<file path="config.mk">
export PLATFORM = sky130hd
export DESIGN_NAME = clk_monitor
export DESIGN_NICKNAME = d
export VERILOG_FILES = /design/src/rtl/clk_monitor.sv
export SDC_FILE = /design/constraint.sdc
export NUM_CORES = 1
export LEC_CHECK = 0
export CORE_ASPECT_RATIO = 1.5
export CORE_UTILIZATION = 48
export DETAILED_ROUTE_END_ITERATION = 10
export PLACE_DENSITY = 0.81
export SLEW_MARGIN = 40
export SYNTH_ARGS = -nofsm -noshare
export SYNTH_HDL_FRONTEND = slang
export SYNTH_SLANG_ARGS = --single-unit
</file>
<file path="constraint.sdc">
create_clock -name sys_clock -period 3.9 [get_ports sys_clock]
set_clock_uncertainty 0.1 [all_clocks]
set_input_delay 1.17 -clock sys_clock [delete_from_list [all_inputs] [get_ports sys_clock]]
set_output_delay 1.17 -clock sys_clock [all_outputs]
set_load 0.01 [all_outputs]
</file>
<file path="src/rtl/clk_monitor.sv">
// clk_monitor: measures the frequency of an asynchronous clock against the
// free-running sys_clock. After the monitored clock reports lock and stays
// locked for SETTLE cycles, rising edges are counted over windows of WINDOW
// reference cycles. Each completed count is published and checked against
// [min_count, max_count]. A sticky fault records the first problem seen.
`timescale 1ns/1ps

module clk_monitor #(
    parameter int WINDOW = 1024,
    parameter int SETTLE = 64,
    parameter int CNT_W  = 16
) (
    input  logic             sys_clock,
    input  logic             resetn,
    input  logic             mon_clk,
    input  logic             mon_locked,
    input  logic [CNT_W-1:0] min_count,
    input  logic [CNT_W-1:0] max_count,
    input  logic             clear,
    output logic [CNT_W-1:0] count_out,
    output logic             count_valid,
    output logic             stable,
    output logic             fault,
    output logic [1:0]       fault_code
);

    // Counter widths; the settle counter needs at least one bit even for SETTLE=1.
    localparam int WIN_W = $clog2(WINDOW);
    localparam int SET_W = (SETTLE > 1) ? $clog2(SETTLE) : 1;

    localparam logic [WIN_W-1:0] WIN_LAST = WIN_W'(WINDOW - 1);
    localparam logic [WIN_W-1:0] WIN_ONE  = WIN_W'(1);
    localparam logic [WIN_W-1:0] WIN_ZERO = {WIN_W{1'b0}};
    localparam logic [SET_W-1:0] SET_LAST = SET_W'(SETTLE - 1);
    localparam logic [SET_W-1:0] SET_ONE  = SET_W'(1);
    localparam logic [SET_W-1:0] SET_ZERO = {SET_W{1'b0}};
    localparam logic [CNT_W-1:0] CNT_MAX  = {CNT_W{1'b1}};
    localparam logic [CNT_W-1:0] CNT_ONE  = CNT_W'(1);
    localparam logic [CNT_W-1:0] CNT_ZERO = {CNT_W{1'b0}};

    localparam logic [1:0] CODE_NONE = 2'b00;
    localparam logic [1:0] CODE_SLOW = 2'b01;
    localparam logic [1:0] CODE_FAST = 2'b10;
    localparam logic [1:0] CODE_LOCK = 2'b11;

    typedef enum logic [1:0] {
        ST_IDLE   = 2'd0,
        ST_SETTLE = 2'd1,
        ST_RUN    = 2'd2
    } state_t;

    // Add one detected edge, holding at the all-ones value instead of wrapping.
    function automatic logic [CNT_W-1:0] sat_inc(
        input logic [CNT_W-1:0] cnt,
        input logic             inc
    );
        logic [CNT_W-1:0] res;
        if (inc && (cnt != CNT_MAX)) begin
            res = cnt + CNT_ONE;
        end else begin
            res = cnt;
        end
        return res;
    endfunction

    // Grade a finished window; an inverted limit pair always reads as too slow.
    function automatic logic [1:0] classify(
        input logic [CNT_W-1:0] cnt,
        input logic [CNT_W-1:0] lo,
        input logic [CNT_W-1:0] hi
    );
        logic [1:0] code;
        if (lo > hi) begin
            code = CODE_SLOW;
        end else if (cnt < lo) begin
            code = CODE_SLOW;
        end else if (cnt > hi) begin
            code = CODE_FAST;
        end else begin
            code = CODE_NONE;
        end
        return code;
    endfunction

    // Synchroniser stages for the monitored clock and its lock indication.
    logic clk_s1_q, clk_s2_q, clk_s3_q;
    logic lock_s1_q, lock_s2_q;
    logic edge_s;

    // Measurement state.
    state_t           state_q, state_d;
    logic [SET_W-1:0] settle_cnt_q, settle_cnt_d;
    logic [WIN_W-1:0] win_cnt_q, win_cnt_d;
    logic [CNT_W-1:0] edge_cnt_q, edge_cnt_d;
    logic [CNT_W-1:0] window_total_s;

    // Registered outputs.
    logic [CNT_W-1:0] count_out_q, count_out_d;
    logic             count_valid_q, count_valid_d;
    logic             stable_q, stable_d;
    logic             fault_q, fault_d;
    logic [1:0]       fault_code_q, fault_code_d;

    // Fault raised this cycle, if any.
    logic             new_fault_s;
    logic [1:0]       new_code_s;

    // Two-flop synchronisers; the extra clock stage gives the rising-edge detector.
    always_ff @(posedge sys_clock) begin
        if (!resetn) begin
            clk_s1_q  <= 1'b0;
            clk_s2_q  <= 1'b0;
            clk_s3_q  <= 1'b0;
            lock_s1_q <= 1'b0;
            lock_s2_q <= 1'b0;
        end else begin
            clk_s1_q  <= mon_clk;
            clk_s2_q  <= clk_s1_q;
            clk_s3_q  <= clk_s2_q;
            lock_s1_q <= mon_locked;
            lock_s2_q <= lock_s1_q;
        end
    end

    assign edge_s = clk_s2_q & ~clk_s3_q;

    // Running edge total for the current cycle, including an edge seen right now.
    assign window_total_s = sat_inc(edge_cnt_q, edge_s);

    // Next-state logic: settle qualification, window bookkeeping and fault capture.
    always_comb begin
        state_d       = state_q;
        settle_cnt_d  = settle_cnt_q;
        win_cnt_d     = win_cnt_q;
        edge_cnt_d    = edge_cnt_q;
        count_out_d   = count_out_q;
        count_valid_d = 1'b0;
        new_fault_s   = 1'b0;
        new_code_s    = CODE_NONE;
        fault_d       = fault_q;
        fault_code_d  = fault_code_q;

        case (state_q)
            ST_IDLE: begin
                settle_cnt_d = SET_ZERO;
                win_cnt_d    = WIN_ZERO;
                edge_cnt_d   = CNT_ZERO;
                if (lock_s2_q) begin
                    state_d = ST_SETTLE;
                end else begin
                    state_d = ST_IDLE;
                end
            end
            ST_SETTLE: begin
                win_cnt_d  = WIN_ZERO;
                edge_cnt_d = CNT_ZERO;
                if (!lock_s2_q) begin
                    // Lock lost before measuring started: silently start over.
                    state_d      = ST_IDLE;
                    settle_cnt_d = SET_ZERO;
                end else if (settle_cnt_q == SET_LAST) begin
                    state_d      = ST_RUN;
                    settle_cnt_d = SET_ZERO;
                end else begin
                    settle_cnt_d = settle_cnt_q + SET_ONE;
                end
            end
            ST_RUN: begin
                if (!lock_s2_q) begin
                    // Partial window is abandoned; no count is published.
                    state_d     = ST_IDLE;
                    win_cnt_d   = WIN_ZERO;
                    edge_cnt_d  = CNT_ZERO;
                    new_fault_s = 1'b1;
                    new_code_s  = CODE_LOCK;
                end else if (win_cnt_q == WIN_LAST) begin
                    win_cnt_d     = WIN_ZERO;
                    edge_cnt_d    = CNT_ZERO;
                    count_out_d   = window_total_s;
                    count_valid_d = 1'b1;
                    new_code_s    = classify(window_total_s, min_count, max_count);
                    new_fault_s   = (new_code_s != CODE_NONE);
                end else begin
                    win_cnt_d  = win_cnt_q + WIN_ONE;
                    edge_cnt_d = window_total_s;
                end
            end
            default: begin
                state_d      = ST_IDLE;
                settle_cnt_d = SET_ZERO;
                win_cnt_d    = WIN_ZERO;
                edge_cnt_d   = CNT_ZERO;
            end
        endcase

        // Sticky fault: the first code is kept; a clear colliding with a new fault
        // lets the new fault through.
        if (new_fault_s) begin
            if (fault_q && !clear) begin
                fault_d      = fault_q;
                fault_code_d = fault_code_q;
            end else begin
                fault_d      = 1'b1;
                fault_code_d = new_code_s;
            end
        end else if (clear) begin
            fault_d      = 1'b0;
            fault_code_d = CODE_NONE;
        end else begin
            fault_d      = fault_q;
            fault_code_d = fault_code_q;
        end

        stable_d = (state_d == ST_RUN);
    end

    // State and output registers with synchronous active-low reset.
    always_ff @(posedge sys_clock) begin
        if (!resetn) begin
            state_q       <= ST_IDLE;
            settle_cnt_q  <= SET_ZERO;
            win_cnt_q     <= WIN_ZERO;
            edge_cnt_q    <= CNT_ZERO;
            count_out_q   <= CNT_ZERO;
            count_valid_q <= 1'b0;
            stable_q      <= 1'b0;
            fault_q       <= 1'b0;
            fault_code_q  <= CODE_NONE;
        end else begin
            state_q       <= state_d;
            settle_cnt_q  <= settle_cnt_d;
            win_cnt_q     <= win_cnt_d;
            edge_cnt_q    <= edge_cnt_d;
            count_out_q   <= count_out_d;
            count_valid_q <= count_valid_d;
            stable_q      <= stable_d;
            fault_q       <= fault_d;
            fault_code_q  <= fault_code_d;
        end
    end

    assign count_out   = count_out_q;
    assign count_valid = count_valid_q;
    assign stable      = stable_q;
    assign fault       = fault_q;
    assign fault_code  = fault_code_q;

endmodule

</file>
==> qor.yml, run 1 <==
outcome:
  status: "finished, final reports clean"
sta:
  rsz0062_at_grt: "no"
  tightestPinTransition_ns: 0.479
  timing.fmax_mhz: 274
  worst_slack_ns: 0.250
  period_minus_slack_ns: 3.65
  min_period_over_period_pct: 93.6
  setup_tns_ns: 0
  timing.slew.headroom_pct: 68.0
  finalSetupViolCount: 0
  finalMaxSlewViolations: 0
  final-hold-violation-count: 0
pwr:
  p_switching_uw: 297
  combinationalPowerShare_pct: 10.2
  p_seq_share_pct: 50.2
  power_leakage_nw: 2.00
  internal_power_uw: 930
  powerDensity_nw_per_um2: 271
  pwr-share-clk_pct: 39.6
  ir_drop_uv: 263
  p_sw_share_pct: 24.2
route:
  dr.pass1.iters: 4
  first_iter_violations: 92
  wl_mm: 8.20
  via_count: 3266
  ant_nets: 0
  wl_per_cell_um: 13.4
  vias_per_cell: 5.35
  post-route-drc-count: 0
floorplan:
  pin_count: 58
  fp.dieH_um: 108
  die_w_um: 72.9
  die-area_um2: 7900
  rows: 38
  core_area_um2: 7270
  initial_utilization_pct: 49.8
synthesis:
  synth_cell_types: 49
  synth_cells: 438
  syn_area_per_cell_um2: 8.27
  synth-edff-count: 0
  synth_simple_gate_area_share_pct: 22.1
  async_reset_ff_share_pct: 0
  synth_top_family_by_area: "simple AND/OR/NAND/NOR gates"
  synthTopCellsByArea: "dfxtp_1, ha_1, nor2_1, inv_1, a21oi_1"
  synthMuxAreaShare_pct: 0.829
  syn_nets: 525
  yosys.area_share.adder_pct: 17.3
  yosys.area.top_type: "dfxtp_1"
  synth_seq_area_share_pct: 33.2
  synth_xor_xnor_area_share_pct: 5.56
  syn_area_um2: 3620
  synth-seq-cells: 60
  synth_top_area_share_pct: 33.2
  ys.flop_type: "dfxtp_1"
  synth_warnings: 0
  synth-compound-area-share_pct: 14.3
global_route:
  overflow: 0
  gr-usage-met2_pct: 39.5
  grt_pass1_wl_mm: 13.5
  grt_max_degree: 27
  top_usage_layer: "met2"
  grtUsageMet3_pct: 3.91
  grt_use_total_pct: 22.1
  antenna_found_initial: 0
  grt_pass1_vias: 3294
  grt_util_met1_pct: 23.8
critical_path:
  path_cells: "ha_1, nand4_1, nor4_4, or4_4, nor2_2, nand3_1, xor2_2, inv_1, ha_1, nand4_1, or4_1, o221ai_1, o21ai_1, a21oi_1, o21bai_1"
  critPathKind: "reg2reg"
  cp_slowest_cell: "or4_4"
  worstPathMaxFanout: 6
  required_ns: 4.02
  cp-end-kind: "flip-flop"
  cp.arrival_ns: 3.77
  critPathMaxStageDelay_ns: 0.54
  crit_family: "simple AND/OR/NAND/NOR gates"
  crit_start: "edge_cnt_q[0]$_SDFF_PP0_"
  cp-start-kind: "flip-flop"
  path_buf_inv: 1
  timing.rr.start: "edge_cnt_q[0]$_SDFF_PP0_"
clock_tree:
  cts_tree: "built"
  cts.path.max_buffers: 2
  cts_root_buf: "clkbuf_8"
  clock_sinks: 60
  post_cts_buffers: 0
  h-tree-depth: 3
  worstSkewPairLatency_ns: 0.34
  clk_pin_slew_ns: 0.06
  cts_buffers: 9
placement:
  place_congestion: 0.861
  pre_cts_ws_ns: 0.156
  hpwl_mm: 6.67
  io_buffers: 57
flow_run:
  drv_cap: 0
layout:
  drive_gt1_share_pct: 8.24
  n_antenna_cell: 0
  fillers: 620
  syn_to_final_growth_pct: 25.0
  num-nets-final: 592
worst_hold_path:
  hp-start: "clk_s1_q$_SDFF_PN0_"
  hold_path_class: "reg2reg"
## cell usage after synthesis, types with 2 or more instances
master,instances
inv_1,51
nand2b_1,4
and2_1,5
nor3_1,2
nor4_1,2
or2_2,2
and3_1,9
nand3_1,16
clkbuf_1,2
ha_1,50
xor2_1,11
nor2b_1,2
buf_4,2
a21o_1,2
a211oi_2,5
mux2i_1,3
nand2_1,23
a22oi_1,2
o21ai_0,20
nor2_1,70
buf_2,3
a211oi_1,8
a21oi_1,30
o22ai_1,3
dfxtp_1,60
xnor2_1,12
o21a_1,2
or4_4,2
nand4_1,15
## repair_timing
item / in CTS / in global routing
endpoints found under the setup margin: 0 / 3
resized for setup: 0 / 4
hold buffers: 0 / 0
## sequential cells by signal (all words and copies together) (netlist names)
name	count
fault_code	2
stable	1
clk_s2_q	1
lock_s2_q	1
clk_s3_q	1
lock_s1_q	1
count_out	16
fault	1
count_valid	1
win_cnt_q	10
settle_cnt_q	6
state_q	2
edge_cnt_q	16
clk_s1_q	1
## final timing paths
path	cells past startpoint	slack (ns)	to
hold reg to reg	1	0.34	clk_s2_q$_SDFF_PN0_
hold / removal	1	0.34	clk_s2_q$_SDFF_PN0_
setup reg to reg	15	0.25	fault_code[0]$_SDFFE_PN0P_
setup / recovery	15	0.25	fault_code[0]$_SDFFE_PN0P_
## kinds of logic after synthesis
family	Yosys count
flip-flops	60
multiplexers	3
AO/OA/AOI/OAI	80
XOR/XNOR	23
AND/OR/NAND/NOR	161
adder cells (fa/ha/maj)	50
buffers and inverters	61
## area by class of cell
class | instances | area [µm²] | share of cell area, %
inverter | 52 | 195 | 4.31
clock buffer | 11 | 141 | 3.12
multi-input combinational | 317 | 2200 | 48.5
sequential | 60 | 1200 | 26.5
timing repair buffer | 65 | 631 | 13.9
tap | 100 | 125 | 2.76
clock inverter | 5 | 37.5 | 0.829
## layer usage
layer | wire length, µm | part of all wire (%)
met4 | 366 | 4.5
met5 | 0 | 0
met1 | 3390 | 41
met2 | 4150 | 51
met3 | 293 | 3.6
## metrics by stage
stage	hold WS [ns]	std cells	util (%)	cell area, µm²	power (mW)
floorplan	0.312	438	-	3620	0.695
global placement	0.315	594	59.5	4330	0.752
detailed placement	0.324	594	59.5	4330	0.756
CTS	0.338	610	62.0	4510	1.24
global route	0.344	610	62.2	4530	1.28
finish	0.338	610	62.2	4530	1.23
## power groups by stage
stage | combinational, mW | clock, mW | sequential, mW
after global routing | 0.141 | 0.524 | 0.616
after CTS | 0.127 | 0.496 | 0.616
after floorplan | 0.0653 | 0 | 0.630
after global placement | 0.121 | 0 | 0.630
after detailed placement | 0.126 | 0 | 0.630
final | 0.125 | 0.486 | 0.616
## cells in the final DEF (no fill, tap or decap), types with 10 or more instances in the layout
cell / netlist / layout
ha_1: 50 / 50
nand2_1: 23 / 23
dfxtp_1: 60 / 60
nand4_1: 15 / 15
nand3_1: 16 / 16
o21ai_0: 20 / 19
xnor2_1: 12 / 11
clkbuf_8: 0 / 10
xor2_1: 11 / 10
inv_1: 51 / 51
clkdlybuf4s50_1: 0 / 57
nor2_1: 70 / 70
a21oi_1: 30 / 30
Power figures use the tool's default switching activity.
==> run 2: changes to the inputs <==
--- a/config.mk
+++ b/config.mk
@@ -5,9 +5,11 @@
 export SDC_FILE = /design/constraint.sdc
 export NUM_CORES = 1
 export LEC_CHECK = 0
+export ABC_AREA = 1
 export CORE_ASPECT_RATIO = 1.5
 export CORE_UTILIZATION = 48
 export DETAILED_ROUTE_END_ITERATION = 10
+export MAX_ROUTING_LAYER = met4
 export PLACE_DENSITY = 0.81
 export SLEW_MARGIN = 40
 export SYNTH_ARGS = -nofsm -noshare
==> run 2 against run 1 <==
  * First-iteration DRC count up 62%
  * Count of clock-buffer cells in the layout is the same
  * Critical path type unchanged
  * Utilization increased by 2.4 points
  * Synthesized cell count up 14%
  * Flip-flop and latch count did not move
  * Fmax shrank 4.0%
  * Register-to-register slack worse by 0.15 ns
  * Via count up 3.6%
  * Largest power group unchanged
  * Worst hold slack got worse by 0.020 ns
  * Setup slack lost 0.15 ns
==> qor.yml, run 2 <==
pwr:
  ir_drop_uv: 180
  combinationalPowerShare_pct: 9.6
  p_seq_share_pct: 47.6
  p_switching_uw: 290
  powerDensity_nw_per_um2: 274
  power_leakage_nw: 2.22
  pwr-share-clk_pct: 42.8
  p_sw_share_pct: 22.4
  internal_power_mw: 1.00
layout:
  n_antenna_cell: 0
  final_cells: 674
  final_cell_mix: "inv_1, nand2_1, dfxtp_1"
  drive_gt1_share_pct: 11.5
  final_util_pct: 64.6
  num-nets-final: 656
  syn_to_final_growth_pct: 29.4
  fin_area_um2: 4730
  layout_commonest_cell: "inv_1"
clock_tree:
  cts_root_buf: "clkbuf_8"
  h-tree-depth: 3
  cts_buffers: 9
  cts.path.max_buffers: 2
  clk_pin_slew_ns: 0.06
  worstSkewPairLatency_ns: 0.33
  cts_tree: "built"
  clock_sinks: 60
sta:
  period_minus_slack_ns: 3.80
  finalMaxSlewViolations: 0
  min_period_over_period_pct: 97.5
  tightestPinTransition_ns: 0.784
  setup_tns_ns: 0
  timing.slew.headroom_pct: 47.6
  final-hold-violation-count: 0
  finalSetupViolCount: 0
  rsz0062_at_grt: "yes"
  timing.fmax_mhz: 263
  timing.hold.ws_ns: 0.318
synthesis:
  yosysMostFrequentCell: "inv_1"
  syn_nets: 586
  syn_area_per_cell_um2: 7.32
  synth_common_cells: "inv_1, nand2_1, dfxtp_1"
  synth_seq_area_share_pct: 32.9
  yosys.area.top_type: "dfxtp_1"
  ys.flop_type: "dfxtp_1"
  synthTopCellsByArea: "dfxtp_1, ha_1, inv_1, nand2_1, nor2_1"
  syn_area_um2: 3650
  synth-seq-cells: 60
  synth_top_area_share_pct: 32.9
  synth_cells: 499
  synth_warnings: 0
  synth_cell_types: 34
  synth-edff-count: 0
  async_reset_ff_share_pct: 0
global_route:
  grt_use_total_pct: 22.7
  grt_pass1_wl_mm: 13.5
  antenna_found_initial: 0
  grt_max_degree: 33
  grt_pass1_vias: 3273
  overflow: 0
route:
  ant_nets: 0
  vias_per_cell: 5.02
  wl_mm: 8.28
  post-route-drc-count: 0
  first_iter_violations: 149
  dr.pass1.iters: 4
  via_count: 3385
  wl_per_cell_um: 12.3
critical_path:
  cp.arrival_ns: 3.97
  worstPathMaxFanout: 4
  r2r_cells: 26
  crit_start: "edge_cnt_q[0]$_SDFF_PP0_"
  required_ns: 4.07
  cp-end-kind: "flip-flop"
  cp-start-kind: "flip-flop"
  endpoint: "fault_code[1]$_SDFFE_PN0P_"
  r2r_end: "fault_code[1]$_SDFFE_PN0P_"
  rrSetupSlack_ns: 0.1
  critPathKind: "reg2reg"
  timing.rr.start: "edge_cnt_q[0]$_SDFF_PP0_"
floorplan:
  core_area_um2: 7320
  pin_count: 58
  die-area_um2: 7970
  die_w_um: 73.2
  initial_utilization_pct: 49.9
  rows: 38
  fp.dieH_um: 109
flow_run:
  drv_cap: 0
outcome:
  status: "finished, final reports clean"
placement:
  place_congestion: 0.913
  hpwl_mm: 6.48
  place_area_um2: 4330
  place_inst: 650
  io_buffers: 57
worst_hold_path:
  hold_path_class: "reg2reg"
==> run 2: cell types whose count changed in the layout (fill, tap and decap cells not counted), moves of 7 or more <==
cell | before | now
nor3_1 | 1 | 9
xnor2_1 | 11 | 2
nand4_1 | 15 | 6
nor2_1 | 70 | 48
nand2_1 | 23 | 79
and3_1 | 9 | 0
nand2_2 | 0 | 7
inv_1 | 51 | 96
==> run 2: worst max-delay path, cell delays in order, from the launching register on <==
cell      delay, ns
dfxtp_4        0.36
ha_4           0.16
nand2_2        0.06
nor2_2         0.04
nand2_2        0.08
o21ai_4        0.08
inv_2          0.09
nand4_1        0.14
nor2_2         0.21
nand3_2        0.12
nor2_4         0.21
nand2_4        0.09
nor2_4         0.13
xor2_2         0.10
ha_1           0.32
nand4_1        0.17
nor3_4         0.23
o31ai_2        0.09
o211ai_1       0.10
nand2_1        0.07
nor2_1         0.10
nand3_1        0.13
nand2_1        0.12
nand2_1        0.06
nand3_2        0.13
nand3_2        0.08
a21oi_2        0.14
==> run 2: layout make-up <==
cell class,instances,area (µm²)
repair buffers,67,646
well taps,100,125
multi-input cells,332,2180
flip-flops and latches,60,1210
clock buffers,11,151
clock inverters,5,50.0
inverters,99,372
fillers,634,2590
==> run 2: power by group through the flow <==
| stage | clock, mW | sequential, mW | combinational (mW) |
|---|---|---|---|
| 3_5_place_dp | 0 | 0.630 | 0.122 |
| 2_1_floorplan | 0 | 0.630 | 0.0617 |
| 3_3_place_gp | 0 | 0.630 | 0.118 |
| 6_report | 0.553 | 0.616 | 0.125 |
| 5_1_grt | 0.590 | 0.616 | 0.141 |
| 4_1_cts | 0.565 | 0.617 | 0.122 |
==> run 2: repair_timing <==
| action | 4_1_cts | 5_1_grt |
|---|---|---|
| setup buffers | 0 | 8 |
| endpoints found under the setup margin | 0 | 3 |
| resized for setup | 0 | 30 |
| hold buffers | 0 | 0 |
==> run 2: cells by family after synthesis <==
kind of cell	Yosys count	share of synthesized area, %
AND/OR/NAND/NOR	191	23.1
buffers and inverters	107	11.2
AO/OA/AOI/OAI	77	12.4
flip-flops	60	32.9
adder cells (fa/ha/maj)	50	17.1
XOR/XNOR	14	3.36
==> run 2: routing by layer <==
layer,vias up,global-route usage [%],wire [µm]
met2,86,40.5,4420
li1,1737,-,-
met3,24,4.34,274
met5,-,-,0
met4,0,12.5,293
met1,1538,22.9,3290
==> run 2: per-stage QoR <==
| step | setup WS [ns] | total power [mW] |
|---|---|---|
| 2_1_floorplan | 0.706 | 0.692 |
| 3_3_place_gp | 0.282 | 0.749 |
| 3_5_place_dp | 0.0947 | 0.752 |
| 4_1_cts | 0.0785 | 1.30 |
| 5_1_grt | -0.189 | 1.35 |
| 6_report | 0.0990 | 1.29 |
==> run 2: how the worst min path moves through the flow <==
stage	end	depth (start not counted)	from
finish	lock_s2_q$_SDFF_PN0_	2	lock_s1_q$_SDFF_PN0_
CTS	lock_s2_q$_SDFF_PN0_	2	lock_s1_q$_SDFF_PN0_
floorplan	clk_s2_q$_SDFF_PN0_	2	clk_s1_q$_SDFF_PN0_
global route	lock_s2_q$_SDFF_PN0_	2	lock_s1_q$_SDFF_PN0_
global placement	lock_s2_q$_SDFF_PN0_	2	lock_s1_q$_SDFF_PN0_
detailed placement	lock_s2_q$_SDFF_PN0_	2	lock_s1_q$_SDFF_PN0_
